File: config.mk
export PLATFORM = sky130hd
export DESIGN_NAME = axi_read_master
export DESIGN_NICKNAME = d
export VERILOG_FILES = /design/src/rtl/axi_read_master_pkg.sv /design/src/rtl/axi_read_master_resp_fifo.sv /design/src/rtl/axi_read_master.sv
export SDC_FILE = /design/constraint.sdc
export NUM_CORES = 1
export LEC_CHECK = 0
export BUFFER_PORTS_ARGS = -buffer_cell sky130_fd_sc_hd__buf_2
export CORE_MARGIN = 10
export CORE_UTILIZATION = 40
export CTS_CLUSTER_DIAMETER = 60
export DETAILED_ROUTE_END_ITERATION = 8
export PLACE_DENSITY = 0.61
export SLEW_MARGIN = 10
export SYNTH_ARGS = -nofsm -noshare
export SYNTH_HDL_FRONTEND = slang
export SYNTH_SLANG_ARGS = --single-unit
File: constraint.sdc
create_clock -name ACLK -period 12.55 [get_ports ACLK]
set_clock_uncertainty 0.05 [all_clocks]
set_input_delay 0 -clock ACLK [delete_from_list [all_inputs] [get_ports ACLK]]
set_output_delay 0 -clock ACLK [all_outputs]
set_load 0.1 [all_outputs]
File: src/rtl/axi_read_master_pkg.sv
// Shared encodings and types for the AXI read master.
package axi_rd_pkg;

    typedef enum logic [1:0] {
        BURST_FIXED = 2'b00,
        BURST_INCR  = 2'b01,
        BURST_WRAP  = 2'b10
    } burst_e;

    typedef enum logic [1:0] {
        SIZE_1B = 2'b00,
        SIZE_2B = 2'b01,
        SIZE_4B = 2'b10
    } size_e;

    typedef enum logic {
        AR_IDLE = 1'b0,
        AR_SEND = 1'b1
    } ar_state_e;

    localparam int          RD_DATA_W     = 32;
    localparam int          FIFO_DEPTH    = 4;
    localparam logic [2:0]  FIFO_FULL_CNT = 3'd4;

    typedef struct packed {
        logic                 id;
        logic [RD_DATA_W-1:0] data;
        logic [1:0]           resp;
        logic                 last;
    } resp_entry_t;

endpackage

File: src/rtl/axi_read_master_resp_fifo.sv
// Four-entry response FIFO; head entry is presented directly from storage.
module rm_resp_fifo
    import axi_rd_pkg::*;
(
    input  logic        clk,
    input  logic        rst,
    input  logic        push,
    input  resp_entry_t push_data,
    input  logic        pop,
    output resp_entry_t head,
    output logic        full,
    output logic        empty
);

    logic [1:0]  wr_ptr_q, wr_ptr_d;
    logic [1:0]  rd_ptr_q, rd_ptr_d;
    logic [2:0]  count_q, count_d;
    resp_entry_t mem_q [FIFO_DEPTH];
    logic        do_push_s, do_pop_s;

    assign full      = (count_q == FIFO_FULL_CNT);
    assign empty     = (count_q == 3'd0);
    assign do_push_s = push && !full;
    assign do_pop_s  = pop && !empty;
    assign head      = mem_q[rd_ptr_q];

    // Pointer and occupancy update.
    always_comb begin
        wr_ptr_d = wr_ptr_q;
        rd_ptr_d = rd_ptr_q;
        count_d  = count_q;
        if (do_push_s) begin
            wr_ptr_d = wr_ptr_q + 2'd1;
        end else begin
            wr_ptr_d = wr_ptr_q;
        end
        if (do_pop_s) begin
            rd_ptr_d = rd_ptr_q + 2'd1;
        end else begin
            rd_ptr_d = rd_ptr_q;
        end
        case ({do_push_s, do_pop_s})
            2'b10:   count_d = count_q + 3'd1;
            2'b01:   count_d = count_q - 3'd1;
            default: count_d = count_q;
        endcase
    end

    // Pointer, count and storage registers.
    always_ff @(posedge clk or posedge rst) begin
        if (rst) begin
            wr_ptr_q <= 2'd0;
            rd_ptr_q <= 2'd0;
            count_q  <= 3'd0;
            for (int i = 0; i < FIFO_DEPTH; i++) begin
                mem_q[i] <= '0;
            end
        end else begin
            wr_ptr_q <= wr_ptr_d;
            rd_ptr_q <= rd_ptr_d;
            count_q  <= count_d;
            if (do_push_s) begin
                mem_q[wr_ptr_q] <= push_data;
            end
        end
    end

endmodule

File: src/rtl/axi_read_master.sv
// AXI read master: AR issue FSM, per-ID busy tracking, R capture into a response FIFO.
// Optional beat-count/ID protocol checking is enabled by defining READ_MASTER_LEN_CHECK_EN.
module axi_read_master
    import axi_rd_pkg::*;
#(
    parameter int   BusWidth   = RD_DATA_W,
    parameter int   tagbits    = 2,
    parameter logic MASTER_NUM = 1'b0
) (
    input  logic                ACLK,
    input  logic                ARESET,
    input  logic                req_valid,
    output logic                req_ready,
    input  logic                req_id,
    input  logic [BusWidth-1:0] req_addr,
    input  logic [1:0]          req_len,
    input  logic [1:0]          req_size,
    input  logic [1:0]          req_burst,
    output logic [tagbits-1:0]  ARID,
    output logic [BusWidth-1:0] ARADDR,
    output logic [3:0]          ARLEN,
    output logic [1:0]          ARSIZE,
    output logic [1:0]          ARBURST,
    output logic [1:0]          ARLOCK,
    output logic [3:0]          ARCACHE,
    output logic [2:0]          ARPROT,
    output logic                ARVALID,
    input  logic                ARREADY,
    input  logic [tagbits-1:0]  RID,
    input  logic [BusWidth-1:0] RDATA,
    input  logic [1:0]          RRESP,
    input  logic                RLAST,
    input  logic                RVALID,
    output logic                RREADY,
    output logic                resp_valid,
    input  logic                resp_ready,
    output logic                resp_id,
    output logic [BusWidth-1:0] resp_data,
    output logic [1:0]          resp_resp,
    output logic                resp_last,
    output logic [1:0]          busy,
    output logic                err
);

    ar_state_e           state_q, state_d;
    logic                arvalid_q, arvalid_d;
    logic                arid_q, arid_d;
    logic [BusWidth-1:0] araddr_q, araddr_d;
    logic [1:0]          arlen_q, arlen_d;
    logic [1:0]          arsize_q, arsize_d;
    logic [1:0]          arburst_q, arburst_d;
    logic [1:0]          busy_q, busy_d;
    logic                err_q, err_d;

    logic        accept_s, beat_s, push_s, pop_s;
    logic        fifo_full_s, fifo_empty_s;
    resp_entry_t push_entry_s, head_s;

    assign req_ready = (state_q == AR_IDLE) && !busy_q[req_id];
    assign accept_s  = req_valid && req_ready;
    assign RREADY    = !fifo_full_s;
    assign beat_s    = RVALID && RREADY;
    assign pop_s     = !fifo_empty_s && resp_ready;

    assign ARID    = {MASTER_NUM, arid_q};
    assign ARADDR  = araddr_q;
    assign ARLEN   = {2'b00, arlen_q};
    assign ARSIZE  = arsize_q;
    assign ARBURST = arburst_q;
    assign ARLOCK  = 2'b00;
    assign ARCACHE = 4'b0000;
    assign ARPROT  = 3'b000;
    assign ARVALID = arvalid_q;
    assign busy    = busy_q;
    assign err     = err_q;

    // AR state register.
    always_ff @(posedge ACLK or posedge ARESET) begin
        if (ARESET) begin
            state_q <= AR_IDLE;
        end else begin
            state_q <= state_d;
        end
    end

    // AR next-state logic.
    always_comb begin
        state_d = state_q;
        case (state_q)
            AR_IDLE: begin
                if (accept_s) begin
                    state_d = AR_SEND;
                end else begin
                    state_d = AR_IDLE;
                end
            end
            AR_SEND: begin
                if (ARREADY) begin
                    state_d = AR_IDLE;
                end else begin
                    state_d = AR_SEND;
                end
            end
            default: state_d = AR_IDLE;
        endcase
    end

    // AR output logic; fields only load on accept so they stay frozen while ARVALID is high.
    always_comb begin
        arid_d    = arid_q;
        araddr_d  = araddr_q;
        arlen_d   = arlen_q;
        arsize_d  = arsize_q;
        arburst_d = arburst_q;
        arvalid_d = (state_d == AR_SEND);
        if (accept_s) begin
            arid_d    = req_id;
            araddr_d  = req_addr;
            arlen_d   = req_len;
            arsize_d  = req_size;
            arburst_d = req_burst;
        end else begin
            arid_d    = arid_q;
            araddr_d  = araddr_q;
        end
    end

    // AR output registers.
    always_ff @(posedge ACLK or posedge ARESET) begin
        if (ARESET) begin
            arvalid_q <= 1'b0;
            arid_q    <= 1'b0;
            araddr_q  <= '0;
            arlen_q   <= 2'd0;
            arsize_q  <= 2'd0;
            arburst_q <= 2'd0;
        end else begin
            arvalid_q <= arvalid_d;
            arid_q    <= arid_d;
            araddr_q  <= araddr_d;
            arlen_q   <= arlen_d;
            arsize_q  <= arsize_d;
            arburst_q <= arburst_d;
        end
    end

`ifdef READ_MASTER_LEN_CHECK_EN
    logic [1:0][2:0] cnt_q, cnt_d;
    logic            unexpected_s;

    assign unexpected_s = (RID[tagbits-1] != MASTER_NUM) || !busy_q[RID[0]];
    assign push_s       = beat_s && !unexpected_s;

    // Busy, beat-counter and sticky error update; unexpected beats are swallowed.
    always_comb begin
        busy_d = busy_q;
        cnt_d  = cnt_q;
        err_d  = err_q;
        if (beat_s) begin
            if (unexpected_s) begin
                err_d = 1'b1;
            end else begin
                if (RLAST && (cnt_q[RID[0]] != 3'd1)) begin
                    err_d = 1'b1;
                end else if (!RLAST && (cnt_q[RID[0]] == 3'd1)) begin
                    err_d = 1'b1;
                end else begin
                    err_d = err_q;
                end
                if (cnt_q[RID[0]] != 3'd0) begin
                    cnt_d[RID[0]] = cnt_q[RID[0]] - 3'd1;
                end else begin
                    cnt_d[RID[0]] = 3'd0;
                end
                if (RLAST) begin
                    busy_d[RID[0]] = 1'b0;
                end else begin
                    busy_d[RID[0]] = busy_q[RID[0]];
                end
            end
        end else begin
            err_d = err_q;
        end
        if (accept_s) begin
            busy_d[req_id] = 1'b1;
            cnt_d[req_id]  = {1'b0, req_len} + 3'd1;
        end else begin
            busy_d[req_id] = busy_d[req_id];
        end
    end

    // Beat counter registers.
    always_ff @(posedge ACLK or posedge ARESET) begin
        if (ARESET) begin
            cnt_q <= '0;
        end else begin
            cnt_q <= cnt_d;
        end
    end
`else
    assign push_s = beat_s;

    // Busy update: set on accept, cleared by RLAST of the matching local ID.
    always_comb begin
        busy_d = busy_q;
        err_d  = 1'b0;
        if (beat_s && RLAST) begin
            busy_d[RID[0]] = 1'b0;
        end else begin
            busy_d = busy_q;
        end
        if (accept_s) begin
            busy_d[req_id] = 1'b1;
        end else begin
            busy_d[req_id] = busy_d[req_id];
        end
    end
`endif

    // Busy and error registers.
    always_ff @(posedge ACLK or posedge ARESET) begin
        if (ARESET) begin
            busy_q <= 2'b00;
            err_q  <= 1'b0;
        end else begin
            busy_q <= busy_d;
            err_q  <= err_d;
        end
    end

    assign push_entry_s = '{id: RID[0], data: RDATA, resp: RRESP, last: RLAST};

    rm_resp_fifo u_fifo (
        .clk       (ACLK),
        .rst       (ARESET),
        .push      (push_s),
        .push_data (push_entry_s),
        .pop       (pop_s),
        .head      (head_s),
        .full      (fifo_full_s),
        .empty     (fifo_empty_s)
    );

    assign resp_valid = !fifo_empty_s;
    assign resp_id    = head_s.id;
    assign resp_data  = head_s.data;
    assign resp_resp  = head_s.resp;
    assign resp_last  = head_s.last;

endmodule

==> out/qor.csv, run 1 <==
stage;metric;value;unit
outcome;outcome;complete, no violations;
placed_design;PortBufs;161;
floorplanning;Starting Density;41.1;%
timing;worst slew pin tran;1100;ps
logic_synthesis;top_reg_cell synth;dfrtp_1;
critical_path;Register-to-Register Path Depth;9;
timing;FMAX;371;MHz
cts;CTS tree;yes;
global_routing;first-pass GRT wire length;31900;microns
logic_synthesis;synth unique cells;32;
cts;CTS Buf Count;17;
routing;Pre-antenna DRT Iters;4;
finish;nets;833;
floorplanning;Core ar.;20400;sq um
finish;highest-count cells in the layout ignoring fill and taps;dfrtp_1, mux2_2, buf_2, dlygate4sd3_1, mux4_2;
cts;H-tree depth;4;
floorplanning;num ports;176;
global_routing;total gr overflow;0;
logic_synthesis;Synth Area in Adders;0.984;%
cts;clock root cell;clkbuf_16;
floorplanning;Die W;165;microns
placed_design;GPL Wtd Cong;0.763;
floorplanning;number of core rows;52;
logic_synthesis;xor-xnor portion of the synthesized cell area;0.626;%
logic_synthesis;Synth async-reset ratio;100;%
global_routing;vias in the first global route;6041;
flow_run;max-cap check violation count;0;
critical_path;Crit Path Class;register to register;
logic_synthesis;post-synthesis compound-gate area fraction;0.790;%
timing;setup tns final;0;ps
critical_path;crit start category;register;
critical_path;Worst Path Required;12840;ps
critical_path;reg2reg setup slack;9850;ps
logic_synthesis;main combinational cell family by area after synthesis;multiplexers;
routing;routed len/inst;19.4;microns
min_path;HP Class;primary input to async pin;
critical_path;Worst R2R End;u_fifo.count_q[2];
global_routing;largest net degree at the start of global routing;109;
critical_path;Slowest cell on crit path;nor3b_2;
routing;vias post-DR;5086;
logic_synthesis;Synth Register Bits;193;
timing;Final setup viols;0;
global_routing;gr usage total;15.0;%
cts;CTS max path bufs;2;
critical_path;Crit. End Element;register;
critical_path;Crit path largest cell delay;650;ps
routing;DRC viols;0;
critical_path;Critical Path AT;2990;ps
timing;Slew HR;26.4;%
cts;clk_lat worst skew;420;ps
cts;CTS Hold Bufs;83;
critical_path;FF-to-FF Start;u_fifo.count_q[0];
logic_synthesis;post-synthesis area per instance;16.7;sq um
routing;DRT iter0 DRCs;170;
logic_synthesis;Synth Instances;501;
finish;layout cells sized above 1;56.1;%
logic_synthesis;multiplexer area fraction after synthesis;34.3;%
cts;postcts setup bufs;0;
floorplanning;Die H;165;microns
logic_synthesis;ranking of synthesized cells by area;dfrtp_1, mux2_2, mux4_2, clkbuf_8, buf_4;
logic_synthesis;Yosys Warn Count;0;
cts;clk sinks;193;
global_routing;initial antenna violation count;1;
routing;vias per cell;4.95;
cts;Reg clk slew, reported paths;70;ps
timing;RSZ-0062 raised after global routing;no;
placed_design;Detailed Place HPWL;13000;microns
critical_path;cells along the critical path;nor3b_2, and2b_2, inv_1, ha_1, inv_1, fa_1, xor2_1, nor2_1, xor2_1;
logic_synthesis;Synth area leader;dfrtp_1;
critical_path;Worst Path Max Fanout;6;
logic_synthesis;Synth Area in Simple Gates;1.28;%
logic_synthesis;Post-synth EDFFs;0;
finish;most common cell after layout, fill and taps aside;dfrtp_1;
timing;min Tclk post-route;2700;ps
timing;Max Slew Vio Count;0;
critical_path;CP Capture Point;u_fifo.count_q[2];
finish;Layout area overhead;27.8;%
cts;CTS resizes;0;
finish;# fillers;1715;
logic_synthesis;Seq/Total Area, Yosys;57.6;%
routing;Routed WL;20000;microns
logic_synthesis;Yosys top cell area share;57.6;%
logic_synthesis;Post-Syn Area;8390;sq um
floorplanning;die area;27200;sq um
timing;Final Hold Viols;0;
critical_path;crit path launch;u_fifo.count_q[0];
routing;post-route ant nets;0;
timing;Final period util;21.5;%
[worst max-delay path: cells and delay by family (launching register included)]
family	cells	cell delay (ps)
flip-flops	1	440
AND/OR/NAND/NOR	3	1120
buffers and inverters	2	150
XOR/XNOR	2	310
adder cells (fa/ha/maj)	2	550
[cell families (layout without fill, tap and decap cells)]
logic type               count (synthesis)  in the layout
multiplexers                           220            220
flip-flops                             193            193
buffers and inverters                   47            290
AND/OR/NAND/NOR                         19             19
AO/OA/AOI/OAI                            9              9
adder cells (fa/ha/maj)                  6              6
XOR/XNOR                                 6              6
other                                    1             14
[registers in the layout, indices dropped and copies added, names as in the netlist]
name and count:
ARSIZE 2, arlen_q 2, ARVALID 1, u_fifo.wr_ptr_q 2
ARBURST 2, u_fifo.rd_ptr_q 2, arid_q 1, u_fifo.count_q 3
ARADDR 32, u_fifo.mem_q 144, busy 2
[metal layers]
| layer | wire (microns) | up-vias | share of wire (%) | track usage, % |
|---|---|---|---|---|
| met5 | 0 | - | 0 | 0 |
| met4 | 236 | 0 | 1.2 | 4.11 |
| met3 | 1700 | 18 | 8.5 | 6.27 |
| met2 | 9980 | 164 | 50 | 25.7 |
| met1 | 8050 | 2627 | 40 | 16.9 |
| li1 | - | 2277 | - | - |
[synth_stat cells, drive strengths merged (2+ instances only)]
library cell  instances
dfrtp               193
mux2                183
mux4                 36
buf                  26
clkbuf               12
inv                   9
nand2                 7
nor2                  6
ha                    5
o21ai                 3
xnor2                 3
xor2                  3
nor3b                 2
[layout make-up]
class | count | area, sq um | area share, %
Antenna cell | 1 | 2.50 | 0.0233
Clock buffer | 23 | 488 | 4.55
Clock inverter | 7 | 76.3 | 0.712
Inverter | 9 | 41.3 | 0.385
Multi-Input combinational cell | 273 | 3260 | 30.4
Sequential cell | 193 | 4830 | 45.0
Tap cell | 270 | 338 | 3.15
Timing Repair Buffer | 251 | 1690 | 15.7
[worst min path at each step]
| stage | end | startpoint |
|---|---|---|
| after global routing | ARVALID | ARREADY |
| after floorplan | ARVALID | ARREADY |
| final | ARADDR[16] | ARESET |
| after CTS | ARVALID | ARREADY |
| after global placement | ARADDR[3] | ARESET |
| after detailed placement | ARVALID | ARREADY |
[metrics by stage]
step	utilization (%)	cells	setup WS, ps	hold slack, ps	instance area, sq um
5_1_grt	52.5	1027	9670	261	10700
6_report	52.5	1027	9850	202	10700
4_1_cts	52.5	1026	9810	220	10700
3_3_place_gp	45.7	913	9920	127	9330
2_1_floorplan	-	513	7240	46.4	8440
3_5_place_dp	45.7	913	9820	137	9330
Power of run 1 is not shown: default switching activity piles up to over one toggle a cycle in this logic, so the estimate is an artifact.
==> run 2: changes to the inputs <==
Clock period 12.55 ns to 2.75 ns, I/O delays scaled along.
==> run 2 against run 1 <==
  * Clock-buffer cell count fell by 5
  * Non-clock buffer count is 10 higher
  * Global-route usage grew 0.26 points
  * First-iteration DRC count increased by 9.4%
  * Register-to-register slack worse by 9300 ps
  * Setup slack got worse by 9300 ps
  * Critical path depth fell by 6
  * Cell count increased by 1.1%
  * Via count increased by 1.0%
  * Sequential cell count stayed put
  * Largest cell class unchanged
  * Design area up 1.5%
==> out/qor.csv, run 2 (synthesis gave the netlist of run 1 again) <==
stage;metric;value;unit;change
outcome;outcome;complete, no violations;;
global_routing;first-pass GRT wire length;32700;microns;+2.7%
critical_path;Worst Path Required;2700;ps;-10140 ps
finish;layout cells sized above 1;57.0;%;+0.89 points
global_routing;total gr overflow;0;;unchanged
placed_design;Detailed Place HPWL;13300;microns;+2.1%
cts;CTS tree;yes;;
finish;Layout area overhead;29.7;%;
finish;Top reg by flops;u_fifo.mem_q;;
min_path;HP Class;primary input to async pin;;
routing;Routed WL;20100;microns;+0.47%
critical_path;Critical Path AT;2160;ps;-830 ps
global_routing;gr usage total;15.3;%;+0.26 points
routing;vias per cell;4.95;;about the same
cts;clock root cell;clkbuf_16;;
timing;min Tclk post-route;2210;ps;
flow_run;max-cap check violation count;0;;unchanged
cts;CTS Buf Count;17;;unchanged
finish;area of the multi-input gates;3260;sq um;+0.15%
cts;clk sinks;193;;unchanged
cts;H-tree depth;4;;unchanged
critical_path;Crit Path Class;register to output port;;
critical_path;Worst Path Max Fanout;23;;+17
cts;postcts setup bufs;0;;unchanged
global_routing;largest net degree at the start of global routing;61;;-44%
global_routing;vias in the first global route;6042;;+0.017%
routing;DRT iter0 DRCs;186;;+9.4%
routing;Pre-antenna DRT Iters;4;;unchanged
placed_design;Place WS;575;ps;-9250 ps
timing;Max Slew Vio Count;0;;unchanged
routing;post-route ant nets;0;;unchanged
timing;FMAX;452;MHz;
timing;Final period util;80.4;%;
floorplanning;Core ar.;20400;sq um;unchanged
cts;Reg clk slew, reported paths;80;ps;about the same
timing;final worst slack;540;ps;-9310 ps
finish;highest-count cells in the layout ignoring fill and taps;dfrtp_1, mux2_2, buf_2, dlygate4sd3_1, mux4_2;;
timing;RSZ-0062 raised after global routing;no;;
critical_path;reg2reg setup slack;570;ps;-9280 ps
finish;register area;4830;sq um;unchanged
floorplanning;die area;27200;sq um;unchanged
floorplanning;Die H;165;microns;unchanged
floorplanning;num ports;176;;unchanged
critical_path;Crit. End Element;output port;;
timing;Slew HR;60.9;%;+34 points
placed_design;PortBufs;161;;unchanged
finish;nets;843;;+1.2%
finish;# fillers;1657;;-3.4%
routing;DRC viols;0;;unchanged
finish;max reg flops;144;;unchanged
cts;CTS max path bufs;2;;unchanged
cts;clk_lat worst skew;420;ps;about the same
timing;Final setup viols;0;;unchanged
floorplanning;Starting Density;41.1;%;unchanged
global_routing;initial antenna violation count;1;;unchanged
floorplanning;number of core rows;52;;unchanged
finish;most common cell after layout, fill and taps aside;dfrtp_1;;
timing;Final Hold Viols;0;;unchanged
placed_design;GPL Wtd Cong;0.715;;-6.2%
timing;worst slew pin tran;587;ps;-517 ps
floorplanning;Die W;165;microns;unchanged
routing;vias post-DR;5139;;+1.0%
timing;setup tns final;0;ps;unchanged
routing;routed len/inst;19.3;microns;-0.60%
critical_path;crit start category;register;;
-- run 2: layer usage --
metal | up-vias | GRT usage, % | share of wire (%)
met2 | 155 | 25.6 | 49
met4 | 0 | 3.50 | 0.72
li1 | 2303 | - | -
met5 | - | 0 | 0
met3 | 12 | 6.40 | 9.1
met1 | 2669 | 17.9 | 41
-- run 2: what timing repair did --
item                                   in CTS  in global routing
endpoints found under the hold margin     205                  0
resized for setup                           0                  0
hold buffers                               83                  0
-- run 2: critical path, stage by stage, from the launching register on --
cell,delay [ps]
dfrtp_2,360
buf_4,430
mux4_2,610
buf_2,310
-- run 2: final timing paths --
| kind | startpoint | to | depth (start not counted) |
|---|---|---|---|
| min reg2reg | ARSIZE[1] | ARSIZE[1] | 1 |
| max in group asynchronous | ARESET | u_fifo.mem_q[88] | 4 |
| min in group ACLK | ARREADY | ARVALID | 3 |
| min | ARESET | ARADDR[31] | 3 |
| max | u_fifo.rd_ptr_q[0] | resp_data[14] | 3 |
| max reg2reg | u_fifo.count_q[0] | u_fifo.count_q[2] | 9 |
-- run 2: metrics by stage --
stage	hold WS (ps)	instance area (sq um)	util, %	instances
2_1_floorplan	46.4	8440	-	513
3_3_place_gp	25.2	9470	46.3	923
3_5_place_dp	39.2	9470	46.3	923
4_1_cts	119	10900	53.3	1037
5_1_grt	180	10900	53.3	1038
6_report	157	10900	53.3	1038
-- run 2: layout make-up --
| type | count | area share [%] |
|---|---|---|
| inverter | 9 | 0.345 |
| sequential | 193 | 44.4 |
| antenna | 1 | 0.0230 |
| clock buffer | 18 | 3.94 |
| multi-input combinational | 273 | 30.0 |
| tap | 270 | 3.10 |
| timing repair buffer | 261 | 16.8 |
| clock inverter | 13 | 1.40 |
Power of run 2 is left out for the same reason.
